### config.mk
export PLATFORM = sky130hd
export DESIGN_NAME = hci_core_spill_slice_flat
export DESIGN_NICKNAME = d
export VERILOG_FILES = /design/src/rtl/hci_core_spill_slice_if.sv /design/src/rtl/hci_core_spill_slice.sv /design/src/flat_wrapper.sv
export SDC_FILE = /design/constraint.sdc
export NUM_CORES = 1
export LEC_CHECK = 0
export CAP_MARGIN = 25
export CORE_MARGIN = 1
export CORE_UTILIZATION = 50
export DETAILED_ROUTE_END_ITERATION = 7
export HOLD_SLACK_MARGIN = 0.02
export PLACE_DENSITY_LB_ADDON = 0.05
export SLEW_MARGIN = 0
export SYNTH_ARGS = -nofsm -noshare
export SYNTH_HDL_FRONTEND = slang
export SYNTH_SLANG_ARGS = --single-unit
### constraint.sdc
create_clock -name clk_i -period 1.9 [get_ports clk_i]
set_clock_uncertainty 0.1 [all_clocks]
set_input_delay 0.285 -clock clk_i [delete_from_list [all_inputs] [get_ports clk_i]]
set_output_delay 0.285 -clock clk_i [all_outputs]
set_load 0.02 [all_outputs]
### src/rtl/hci_core_spill_slice_if.sv
// HCI core interface bundle: request/grant, response valid/ready and the
// handshake-ECC side signals, with initiator/target views.
interface hci_core_intf #(
    parameter int unsigned DW  = 32,
    parameter int unsigned AW  = 32,
    parameter int unsigned BW  = 8,
    parameter int unsigned UW  = 1,
    parameter int unsigned IW  = 1,
    parameter int unsigned EW  = 1,
    parameter int unsigned EHW = 1
) ();
    localparam int unsigned BEW = DW / BW;

    logic           req;
    logic           gnt;
    logic [AW-1:0]  add;
    logic           wen;
    logic [DW-1:0]  data;
    logic [BEW-1:0] be;
    logic [UW-1:0]  user;
    logic [IW-1:0]  id;
    logic [EW-1:0]  ecc;
    logic           r_valid;
    logic           r_ready;
    logic [DW-1:0]  r_data;
    logic [UW-1:0]  r_user;
    logic [IW-1:0]  r_id;
    logic           r_opc;
    logic [EW-1:0]  r_ecc;
    logic [EHW-1:0] ereq;
    logic [EHW-1:0] egnt;
    logic [EHW-1:0] r_evalid;
    logic [EHW-1:0] r_eready;

    modport initiator (
        output req, add, wen, data, be, user, id, ecc, r_ready, ereq, r_eready,
        input  gnt, r_valid, r_data, r_user, r_id, r_opc, r_ecc, egnt, r_evalid
    );

    modport target (
        input  req, add, wen, data, be, user, id, ecc, r_ready, ereq, r_eready,
        output gnt, r_valid, r_data, r_user, r_id, r_opc, r_ecc, egnt, r_evalid
    );
endinterface

### src/rtl/hci_core_spill_slice.sv
// Registered cut between an HCI core initiator and target: request and response each
// pass a 2-entry spill buffer. Optional in-flight limit: HCI_SPILL_SLICE_OUTSTANDING_LIMIT_EN.

// Handshake rule on both sides of the buffer: an item moves on a clock edge where
// valid and ready are both high; valid never waits for ready, ready is registered.
module hci_core_spill_slice_buf #(
    parameter int unsigned W = 8
) (
    input  logic         clk_i,
    input  logic         rst_ni,
    input  logic         clear_i,
    input  logic         valid_i,
    output logic         ready_o,
    input  logic [W-1:0] data_i,
    output logic         valid_o,
    input  logic         ready_i,
    output logic [W-1:0] data_o
);
    logic         a_valid_q, a_valid_d;
    logic         b_valid_q, b_valid_d;
    logic [W-1:0] a_data_q, a_data_d;
    logic [W-1:0] b_data_q, b_data_d;
    logic         in_hs, out_hs;

    assign ready_o = ~b_valid_q;
    assign valid_o = a_valid_q;
    assign data_o  = a_data_q;
    assign in_hs   = valid_i & ~b_valid_q;
    assign out_hs  = a_valid_q & ready_i;

    always_comb begin
        a_valid_d = a_valid_q;
        a_data_d  = a_data_q;
        b_valid_d = b_valid_q;
        b_data_d  = b_data_q;
        if (!a_valid_q) begin
            if (in_hs) begin
                a_valid_d = 1'b1;
                a_data_d  = data_i;
            end
        end else if (out_hs) begin
            if (b_valid_q) begin
                a_data_d = b_data_q;
                if (in_hs) begin
                    b_data_d = data_i;
                end else begin
                    b_valid_d = 1'b0;
                end
            end else if (in_hs) begin
                a_data_d = data_i;
            end else begin
                a_valid_d = 1'b0;
            end
        end else if (in_hs) begin
            // Output stalled: the skid slot absorbs the item already granted.
            b_valid_d = 1'b1;
            b_data_d  = data_i;
        end
    end

    always_ff @(posedge clk_i or negedge rst_ni) begin
        if (!rst_ni) begin
            a_valid_q <= 1'b0;
            b_valid_q <= 1'b0;
            a_data_q  <= '0;
            b_data_q  <= '0;
        end else if (clear_i) begin
            a_valid_q <= 1'b0;
            b_valid_q <= 1'b0;
            a_data_q  <= '0;
            b_data_q  <= '0;
        end else begin
            a_valid_q <= a_valid_d;
            b_valid_q <= b_valid_d;
            a_data_q  <= a_data_d;
            b_data_q  <= b_data_d;
        end
    end
endmodule

module hci_core_spill_slice #(
    parameter int unsigned DW              = 32,
    parameter int unsigned AW              = 32,
    parameter int unsigned BW              = 8,
    parameter int unsigned UW              = 1,
    parameter int unsigned IW              = 1,
    parameter int unsigned EW              = 1,
    parameter int unsigned MAX_OUTSTANDING = 8
) (
    input  logic            clk_i,
    input  logic            rst_ni,
    input  logic            clear_i,
    hci_core_intf.target    tcdm_target,
    hci_core_intf.initiator tcdm_initiator
`ifdef HCI_SPILL_SLICE_OUTSTANDING_LIMIT_EN
    ,
    output logic [$clog2(MAX_OUTSTANDING+1)-1:0] outstanding_o
`endif
);
    localparam int unsigned BEW   = DW / BW;
    localparam int unsigned REQ_W = AW + 1 + DW + BEW + UW + IW + EW;
    localparam int unsigned RSP_W = DW + UW + IW + 1 + EW;

    logic [REQ_W-1:0] req_in, req_out;
    logic [RSP_W-1:0] rsp_in, rsp_out;
    logic             req_ready;
    logic             req_allow;
    logic             unused_hs_ecc;

    assign req_in = {tcdm_target.add, tcdm_target.wen, tcdm_target.data, tcdm_target.be,
                     tcdm_target.user, tcdm_target.id, tcdm_target.ecc};
    assign {tcdm_initiator.add, tcdm_initiator.wen, tcdm_initiator.data, tcdm_initiator.be,
            tcdm_initiator.user, tcdm_initiator.id, tcdm_initiator.ecc} = req_out;

    // Gating valid as well as gnt keeps the buffer from taking an item the limit refused.
    hci_core_spill_slice_buf #(.W(REQ_W)) u_req_buf (
        .clk_i   (clk_i),
        .rst_ni  (rst_ni),
        .clear_i (clear_i),
        .valid_i (tcdm_target.req & req_allow),
        .ready_o (req_ready),
        .data_i  (req_in),
        .valid_o (tcdm_initiator.req),
        .ready_i (tcdm_initiator.gnt),
        .data_o  (req_out)
    );

    assign tcdm_target.gnt = req_ready & req_allow;

    assign rsp_in = {tcdm_initiator.r_data, tcdm_initiator.r_user, tcdm_initiator.r_id,
                     tcdm_initiator.r_opc, tcdm_initiator.r_ecc};
    assign {tcdm_target.r_data, tcdm_target.r_user, tcdm_target.r_id,
            tcdm_target.r_opc, tcdm_target.r_ecc} = rsp_out;

    hci_core_spill_slice_buf #(.W(RSP_W)) u_rsp_buf (
        .clk_i   (clk_i),
        .rst_ni  (rst_ni),
        .clear_i (clear_i),
        .valid_i (tcdm_initiator.r_valid),
        .ready_o (tcdm_initiator.r_ready),
        .data_i  (rsp_in),
        .valid_o (tcdm_target.r_valid),
        .ready_i (tcdm_target.r_ready),
        .data_o  (rsp_out)
    );

    // Handshake-level ECC is not carried across the cut.
    assign tcdm_initiator.ereq     = '0;
    assign tcdm_initiator.r_eready = '0;
    assign tcdm_target.egnt        = '0;
    assign tcdm_target.r_evalid    = '0;
    assign unused_hs_ecc = ^{tcdm_target.ereq, tcdm_target.r_eready,
                             tcdm_initiator.egnt, tcdm_initiator.r_evalid};

`ifdef HCI_SPILL_SLICE_OUTSTANDING_LIMIT_EN
    localparam int unsigned CW = $clog2(MAX_OUTSTANDING + 1);

    logic [CW-1:0] cnt_q, cnt_d;
    logic          cnt_inc, cnt_dec;

    assign cnt_inc       = tcdm_target.req & tcdm_target.gnt;
    assign cnt_dec       = tcdm_target.r_valid & tcdm_target.r_ready;
    assign req_allow     = (cnt_q != CW'(MAX_OUTSTANDING));
    assign outstanding_o = cnt_q;

    always_comb begin
        cnt_d = cnt_q;
        if (cnt_inc && !cnt_dec) begin
            cnt_d = cnt_q + CW'(1);
        end else if (cnt_dec && !cnt_inc) begin
            cnt_d = cnt_q - CW'(1);
        end
    end

    always_ff @(posedge clk_i or negedge rst_ni) begin
        if (!rst_ni) begin
            cnt_q <= '0;
        end else if (clear_i) begin
            cnt_q <= '0;
        end else begin
            cnt_q <= cnt_d;
        end
    end

`ifndef SYNTHESIS
    assert property (@(posedge clk_i) disable iff (!rst_ni || clear_i)
        !(cnt_dec && !cnt_inc && (cnt_q == '0)));
    assert property (@(posedge clk_i) disable iff (!rst_ni || clear_i)
        !(cnt_inc && !cnt_dec && (cnt_q == CW'(MAX_OUTSTANDING))));
`endif
`else
    assign req_allow = 1'b1;
`endif
endmodule

### src/flat_wrapper.sv
// flat-port wrapper written by rule: the top's interface ports become plain ports
module hci_core_spill_slice_flat 
#(
    parameter int unsigned DW              = 32,
    parameter int unsigned AW              = 32,
    parameter int unsigned BW              = 8,
    parameter int unsigned UW              = 1,
    parameter int unsigned IW              = 1,
    parameter int unsigned EW              = 1,
    parameter int unsigned MAX_OUTSTANDING = 8
)
  (clk_i, rst_ni, clear_i, tcdm_target_req, tcdm_target_add, tcdm_target_wen, tcdm_target_data, tcdm_target_be, tcdm_target_user, tcdm_target_id, tcdm_target_ecc, tcdm_target_r_ready, tcdm_target_ereq, tcdm_target_r_eready, tcdm_target_gnt, tcdm_target_r_valid, tcdm_target_r_data, tcdm_target_r_user, tcdm_target_r_id, tcdm_target_r_opc, tcdm_target_r_ecc, tcdm_target_egnt, tcdm_target_r_evalid, tcdm_initiator_req, tcdm_initiator_add, tcdm_initiator_wen, tcdm_initiator_data, tcdm_initiator_be, tcdm_initiator_user, tcdm_initiator_id, tcdm_initiator_ecc, tcdm_initiator_r_ready, tcdm_initiator_ereq, tcdm_initiator_r_eready, tcdm_initiator_gnt, tcdm_initiator_r_valid, tcdm_initiator_r_data, tcdm_initiator_r_user, tcdm_initiator_r_id, tcdm_initiator_r_opc, tcdm_initiator_r_ecc, tcdm_initiator_egnt, tcdm_initiator_r_evalid);
  hci_core_intf #(.DW(DW), .AW(AW), .BW(BW), .UW(UW), .IW(IW), .EW(EW)) tcdm_target_i ();
  hci_core_intf #(.DW(DW), .AW(AW), .BW(BW), .UW(UW), .IW(IW), .EW(EW)) tcdm_initiator_i ();
  input  logic clk_i;
  input  logic rst_ni;
  input  logic clear_i;
  input wire logic [$bits(tcdm_target_i.req)-1:0] tcdm_target_req;
  input wire logic [$bits(tcdm_target_i.add)-1:0] tcdm_target_add;
  input wire logic [$bits(tcdm_target_i.wen)-1:0] tcdm_target_wen;
  input wire logic [$bits(tcdm_target_i.data)-1:0] tcdm_target_data;
  input wire logic [$bits(tcdm_target_i.be)-1:0] tcdm_target_be;
  input wire logic [$bits(tcdm_target_i.user)-1:0] tcdm_target_user;
  input wire logic [$bits(tcdm_target_i.id)-1:0] tcdm_target_id;
  input wire logic [$bits(tcdm_target_i.ecc)-1:0] tcdm_target_ecc;
  input wire logic [$bits(tcdm_target_i.r_ready)-1:0] tcdm_target_r_ready;
  input wire logic [$bits(tcdm_target_i.ereq)-1:0] tcdm_target_ereq;
  input wire logic [$bits(tcdm_target_i.r_eready)-1:0] tcdm_target_r_eready;
  output wire logic [$bits(tcdm_target_i.gnt)-1:0] tcdm_target_gnt;
  output wire logic [$bits(tcdm_target_i.r_valid)-1:0] tcdm_target_r_valid;
  output wire logic [$bits(tcdm_target_i.r_data)-1:0] tcdm_target_r_data;
  output wire logic [$bits(tcdm_target_i.r_user)-1:0] tcdm_target_r_user;
  output wire logic [$bits(tcdm_target_i.r_id)-1:0] tcdm_target_r_id;
  output wire logic [$bits(tcdm_target_i.r_opc)-1:0] tcdm_target_r_opc;
  output wire logic [$bits(tcdm_target_i.r_ecc)-1:0] tcdm_target_r_ecc;
  output wire logic [$bits(tcdm_target_i.egnt)-1:0] tcdm_target_egnt;
  output wire logic [$bits(tcdm_target_i.r_evalid)-1:0] tcdm_target_r_evalid;
  output wire logic [$bits(tcdm_initiator_i.req)-1:0] tcdm_initiator_req;
  output wire logic [$bits(tcdm_initiator_i.add)-1:0] tcdm_initiator_add;
  output wire logic [$bits(tcdm_initiator_i.wen)-1:0] tcdm_initiator_wen;
  output wire logic [$bits(tcdm_initiator_i.data)-1:0] tcdm_initiator_data;
  output wire logic [$bits(tcdm_initiator_i.be)-1:0] tcdm_initiator_be;
  output wire logic [$bits(tcdm_initiator_i.user)-1:0] tcdm_initiator_user;
  output wire logic [$bits(tcdm_initiator_i.id)-1:0] tcdm_initiator_id;
  output wire logic [$bits(tcdm_initiator_i.ecc)-1:0] tcdm_initiator_ecc;
  output wire logic [$bits(tcdm_initiator_i.r_ready)-1:0] tcdm_initiator_r_ready;
  output wire logic [$bits(tcdm_initiator_i.ereq)-1:0] tcdm_initiator_ereq;
  output wire logic [$bits(tcdm_initiator_i.r_eready)-1:0] tcdm_initiator_r_eready;
  input wire logic [$bits(tcdm_initiator_i.gnt)-1:0] tcdm_initiator_gnt;
  input wire logic [$bits(tcdm_initiator_i.r_valid)-1:0] tcdm_initiator_r_valid;
  input wire logic [$bits(tcdm_initiator_i.r_data)-1:0] tcdm_initiator_r_data;
  input wire logic [$bits(tcdm_initiator_i.r_user)-1:0] tcdm_initiator_r_user;
  input wire logic [$bits(tcdm_initiator_i.r_id)-1:0] tcdm_initiator_r_id;
  input wire logic [$bits(tcdm_initiator_i.r_opc)-1:0] tcdm_initiator_r_opc;
  input wire logic [$bits(tcdm_initiator_i.r_ecc)-1:0] tcdm_initiator_r_ecc;
  input wire logic [$bits(tcdm_initiator_i.egnt)-1:0] tcdm_initiator_egnt;
  input wire logic [$bits(tcdm_initiator_i.r_evalid)-1:0] tcdm_initiator_r_evalid;
  assign tcdm_target_i.req = tcdm_target_req;
  assign tcdm_target_i.add = tcdm_target_add;
  assign tcdm_target_i.wen = tcdm_target_wen;
  assign tcdm_target_i.data = tcdm_target_data;
  assign tcdm_target_i.be = tcdm_target_be;
  assign tcdm_target_i.user = tcdm_target_user;
  assign tcdm_target_i.id = tcdm_target_id;
  assign tcdm_target_i.ecc = tcdm_target_ecc;
  assign tcdm_target_i.r_ready = tcdm_target_r_ready;
  assign tcdm_target_i.ereq = tcdm_target_ereq;
  assign tcdm_target_i.r_eready = tcdm_target_r_eready;
  assign tcdm_target_gnt = tcdm_target_i.gnt;
  assign tcdm_target_r_valid = tcdm_target_i.r_valid;
  assign tcdm_target_r_data = tcdm_target_i.r_data;
  assign tcdm_target_r_user = tcdm_target_i.r_user;
  assign tcdm_target_r_id = tcdm_target_i.r_id;
  assign tcdm_target_r_opc = tcdm_target_i.r_opc;
  assign tcdm_target_r_ecc = tcdm_target_i.r_ecc;
  assign tcdm_target_egnt = tcdm_target_i.egnt;
  assign tcdm_target_r_evalid = tcdm_target_i.r_evalid;
  assign tcdm_initiator_req = tcdm_initiator_i.req;
  assign tcdm_initiator_add = tcdm_initiator_i.add;
  assign tcdm_initiator_wen = tcdm_initiator_i.wen;
  assign tcdm_initiator_data = tcdm_initiator_i.data;
  assign tcdm_initiator_be = tcdm_initiator_i.be;
  assign tcdm_initiator_user = tcdm_initiator_i.user;
  assign tcdm_initiator_id = tcdm_initiator_i.id;
  assign tcdm_initiator_ecc = tcdm_initiator_i.ecc;
  assign tcdm_initiator_r_ready = tcdm_initiator_i.r_ready;
  assign tcdm_initiator_ereq = tcdm_initiator_i.ereq;
  assign tcdm_initiator_r_eready = tcdm_initiator_i.r_eready;
  assign tcdm_initiator_i.gnt = tcdm_initiator_gnt;
  assign tcdm_initiator_i.r_valid = tcdm_initiator_r_valid;
  assign tcdm_initiator_i.r_data = tcdm_initiator_r_data;
  assign tcdm_initiator_i.r_user = tcdm_initiator_r_user;
  assign tcdm_initiator_i.r_id = tcdm_initiator_r_id;
  assign tcdm_initiator_i.r_opc = tcdm_initiator_r_opc;
  assign tcdm_initiator_i.r_ecc = tcdm_initiator_r_ecc;
  assign tcdm_initiator_i.egnt = tcdm_initiator_egnt;
  assign tcdm_initiator_i.r_evalid = tcdm_initiator_r_evalid;
  hci_core_spill_slice #(.DW(DW), .AW(AW), .BW(BW), .UW(UW), .IW(IW), .EW(EW), .MAX_OUTSTANDING(MAX_OUTSTANDING)) u_core (.clk_i(clk_i), .rst_ni(rst_ni), .clear_i(clear_i), .tcdm_target(tcdm_target_i), .tcdm_initiator(tcdm_initiator_i));
endmodule
==> run metrics, run 1 <==
ANT cells=0; EDFF count, synth=0; Clock Tree Buf Depth=3; slowest CP cell=clkdlybuf4s50_1; layout cell share with drive strength beyond 1=a little under an eighth; synth top area cells=dfrtp_1 (58%), o22ai_1 (7.0%), a22o_1 (6.9%), a32oi_1 (6.6%), o21ai_0 (5.8%); Clock Sink Count=220; Hold Vio Cnt, Final=0; CTS H-Tree Depth=1; Min Clock Period, post-route=1.87 ns; Worst-path clk slew=roughly 0.06 ns; Routed WL per cell=approximately 23 um; Mapped Area=between 9000 and 10000 um^2; total power divided by cell area=888 nW/um^2; register area share after synthesis=58.2%; Final #Nets=1097; Final WS setup=0.0317 ns; classification of the worst setup path=reg2out; vias=slightly above 8000; FF-to-FF path depth=4; Worst-Margin Slew=0.692 ns; Clock Power Share=40.4%; register share of total power=44.4%; CTS tree=done; largest net degree at the start of global routing=73; vias per inst=about 6.7; crit-path max FO=2; port bufs=~230; worst min-delay path startpoint=tcdm_target_req; Critical Path, Cell by Cell=clkdlybuf4s50_1; Final Util=70.0%; crit end category=primary output; Cell Int Power=around 8.4 mW; post-synth top area cell=dfrtp_1; Worst EP required=1.51 ns; io pins=235; root buf cell=clkbuf_16; initial antenna violation count=0; vias in the first global route=8735; achievable frequency=roughly 0.54 GHz; area share of the largest cell type after synthesis=58.2%; Die ar.=between 15000 and 20000 um^2; placer congestion estimate=between 0.8 and 0.9; drt first pass iters=5; Switch Pwr=between 2 and 3 mW; Hold Crit Class=in2reg; most common cell in the synthesized netlist=dfrtp_1; die width=140 um; Remaining DRCs=0; drt initial violations=about 540; core area=18300 um^2; VDD IR-drop max=0.556 mV; DRT Wirelength=about 28000 um; Row Count=about 50; clk_lat worst skew=between 0.5 and 0.6 ns; Synth top cells by count=dfrtp_1 (220), o21ai_0 (110), o22ai_1 (106); hold path depth=3; power share of the combinational group=between 15 and 20%; asr flop ratio synth=100%; WP depth=1; Layout area overhead=35.3%; Synth Instances=786; biggest cell delay along the critical path=0.62 ns; # fillers=approximately 1300; CP startpoint=u_core.u_req_buf.data_o[56]; Yosys Warn Count=0; post-DP HPWL=16600 um; gr usage total=28.9%; fin crit share=a little over nine tenths; outcome=finished clean; reg2reg start=u_core.u_req_buf.b_valid_q; Slew Viols, Final=0; Setup violations, final=0; grt total ovfl=0; Design Power=roughly 11 mW; Yosys reg bits=220; Placement Setup Slack=between 0.015 and 0.02 ns; placed cell areas=between 10000 and 15000 um^2; Avg Cell Area, Syn=12.0 um^2; die height=140 um; R2R Setup Slk=~0.27 ns; Arr. time, crit path=between 1 and 1.5 ns; initial core utilization=approximately half; final instance area=between 10000 and 15000 um^2; family with the most delay on the worst path=buffers and inverters; Sw Ratio=~26%; TritonCTS Buffers=23; first-pass GRT wire length=around 46000 um; CP Launch Type=flip-flop; Max Cap Viol=0; DRT antenna net count=0; LEAKAGE=a little under 6 nW; Crit path buffers/inverters=1; Post-CTS Setup Repair Bufs=0; Post-synth top flop=dfrtp_1; worst rel slew slack=a little over half; Yosys cell types=37
## final cells by class
cell class	count	area, um^2	area share [%]
multi-input cells	471	3380	26.4
well taps	229	287	2.24
clock inverters	8	93.8	0.733
clock buffers	34	677	5.29
flip-flops and latches	220	5510	43.0
inverters	6	22.5	0.176
repair buffers	256	2830	22.1
## metal layers
metal	share of wire, %	vias up	global-route usage, %	wire length, um
met1	40	4246	36.2	11400
met2	49	349	49.1	13900
met3	7.8	56	6.99	2200
li1	-	3532	-	-
met4	2.6	0	10.3	731
met5	0	-	0	0
## state kept, by name, summed over array words and instances, names as in the netlist
| register | flops |
|---|---|
| u_core.u_rsp_buf.b_valid_q | 1 |
| u_core.u_req_buf.data_o | 72 |
| u_core.u_req_buf.b_data_q | 72 |
| u_core.u_rsp_buf.valid_o | 1 |
| u_core.u_rsp_buf.b_data_q | 36 |
| u_core.u_req_buf.b_valid_q | 1 |
| u_core.u_rsp_buf.data_o | 36 |
| u_core.u_req_buf.valid_o | 1 |
## power by group through the flow
stage	Sequential, mW	Combinational (mW)	Clock [mW]
floorplan	5.29	0.639	0
global placement	5.11	1.71	0
detailed placement	5.12	1.75	0
CTS	5.04	1.75	4.65
global route	5.06	1.85	4.85
finish	5.04	1.74	4.58
## through the flow
| stage | hold slack, ns | TNS [ns] | instances |
|---|---|---|---|
| 6_report | 0.0480 | 0 | 1224 |
| 5_1_grt | 0.0575 | -0.0142 | 1224 |
| 4_1_cts | 0.0274 | 0 | 1224 |
| 3_5_place_dp | 0.138 | 0 | 1181 |
| 3_3_place_gp | 0.131 | 0 | 1181 |
| 2_1_floorplan | -0.111 | 0 | 789 |
## timing repair
action	4_1_cts	5_1_grt
gates resized for setup	15	37
endpoints found under the hold margin	97	0
pin swaps	0	0
gates cloned	0	0
hold buffers	1	0
setup endpoints to repair	14	37
## placed cells by master (no fill, tap or decap), types with 13 or more instances in the layout
| master | n |
|---|---|
| a22o_2 | 31 |
| a22oi_1 | 34 |
| o21ai_0 | 110 |
| clkbuf_16 | 23 |
| clkdlybuf4s50_1 | 174 |
| o22ai_1 | 106 |
| a22o_1 | 75 |
| dfrtp_1 | 220 |
| a32oi_1 | 71 |
| dlygate4sd2_1 | 13 |
| buf_12 | 22 |
| dlymetal6s2s_1 | 36 |
## path summary, 6_finish.rpt
kind,end
min in group asynchronous,u_core.u_req_buf.b_data_q[54]
worst max-delay path,tcdm_initiator_add[16]
worst min-delay path,u_core.u_req_buf.valid_o
max in group asynchronous,u_core.u_rsp_buf.b_data_q[30]
worst min register to register,u_core.u_rsp_buf.b_data_q[24]
worst max register to register,u_core.u_req_buf.data_o[50]
## cells by family after synthesis
family | count (synthesis) | synth area share, %
AOI/OAI and AO/OA | 443 | 33.5
DFF | 220 | 58.2
buffers and inverters | 98 | 6.40
other | 1 | 0.0396
and+or+nand+nor | 24 | 1.86
Note: power is estimated with default switching activity, not from simulation.
==> run 2: changes to the inputs <==
--- a/config.mk
+++ b/config.mk
@@ -5,7 +5,6 @@
 export SDC_FILE = /design/constraint.sdc
 export NUM_CORES = 1
 export LEC_CHECK = 0
-export CAP_MARGIN = 25
 export CORE_MARGIN = 1
 export CORE_UTILIZATION = 50
 export DETAILED_ROUTE_END_ITERATION = 7
==> results of run 2 <==
No change in the layout: final DEF, timing and power equal those of run 1.
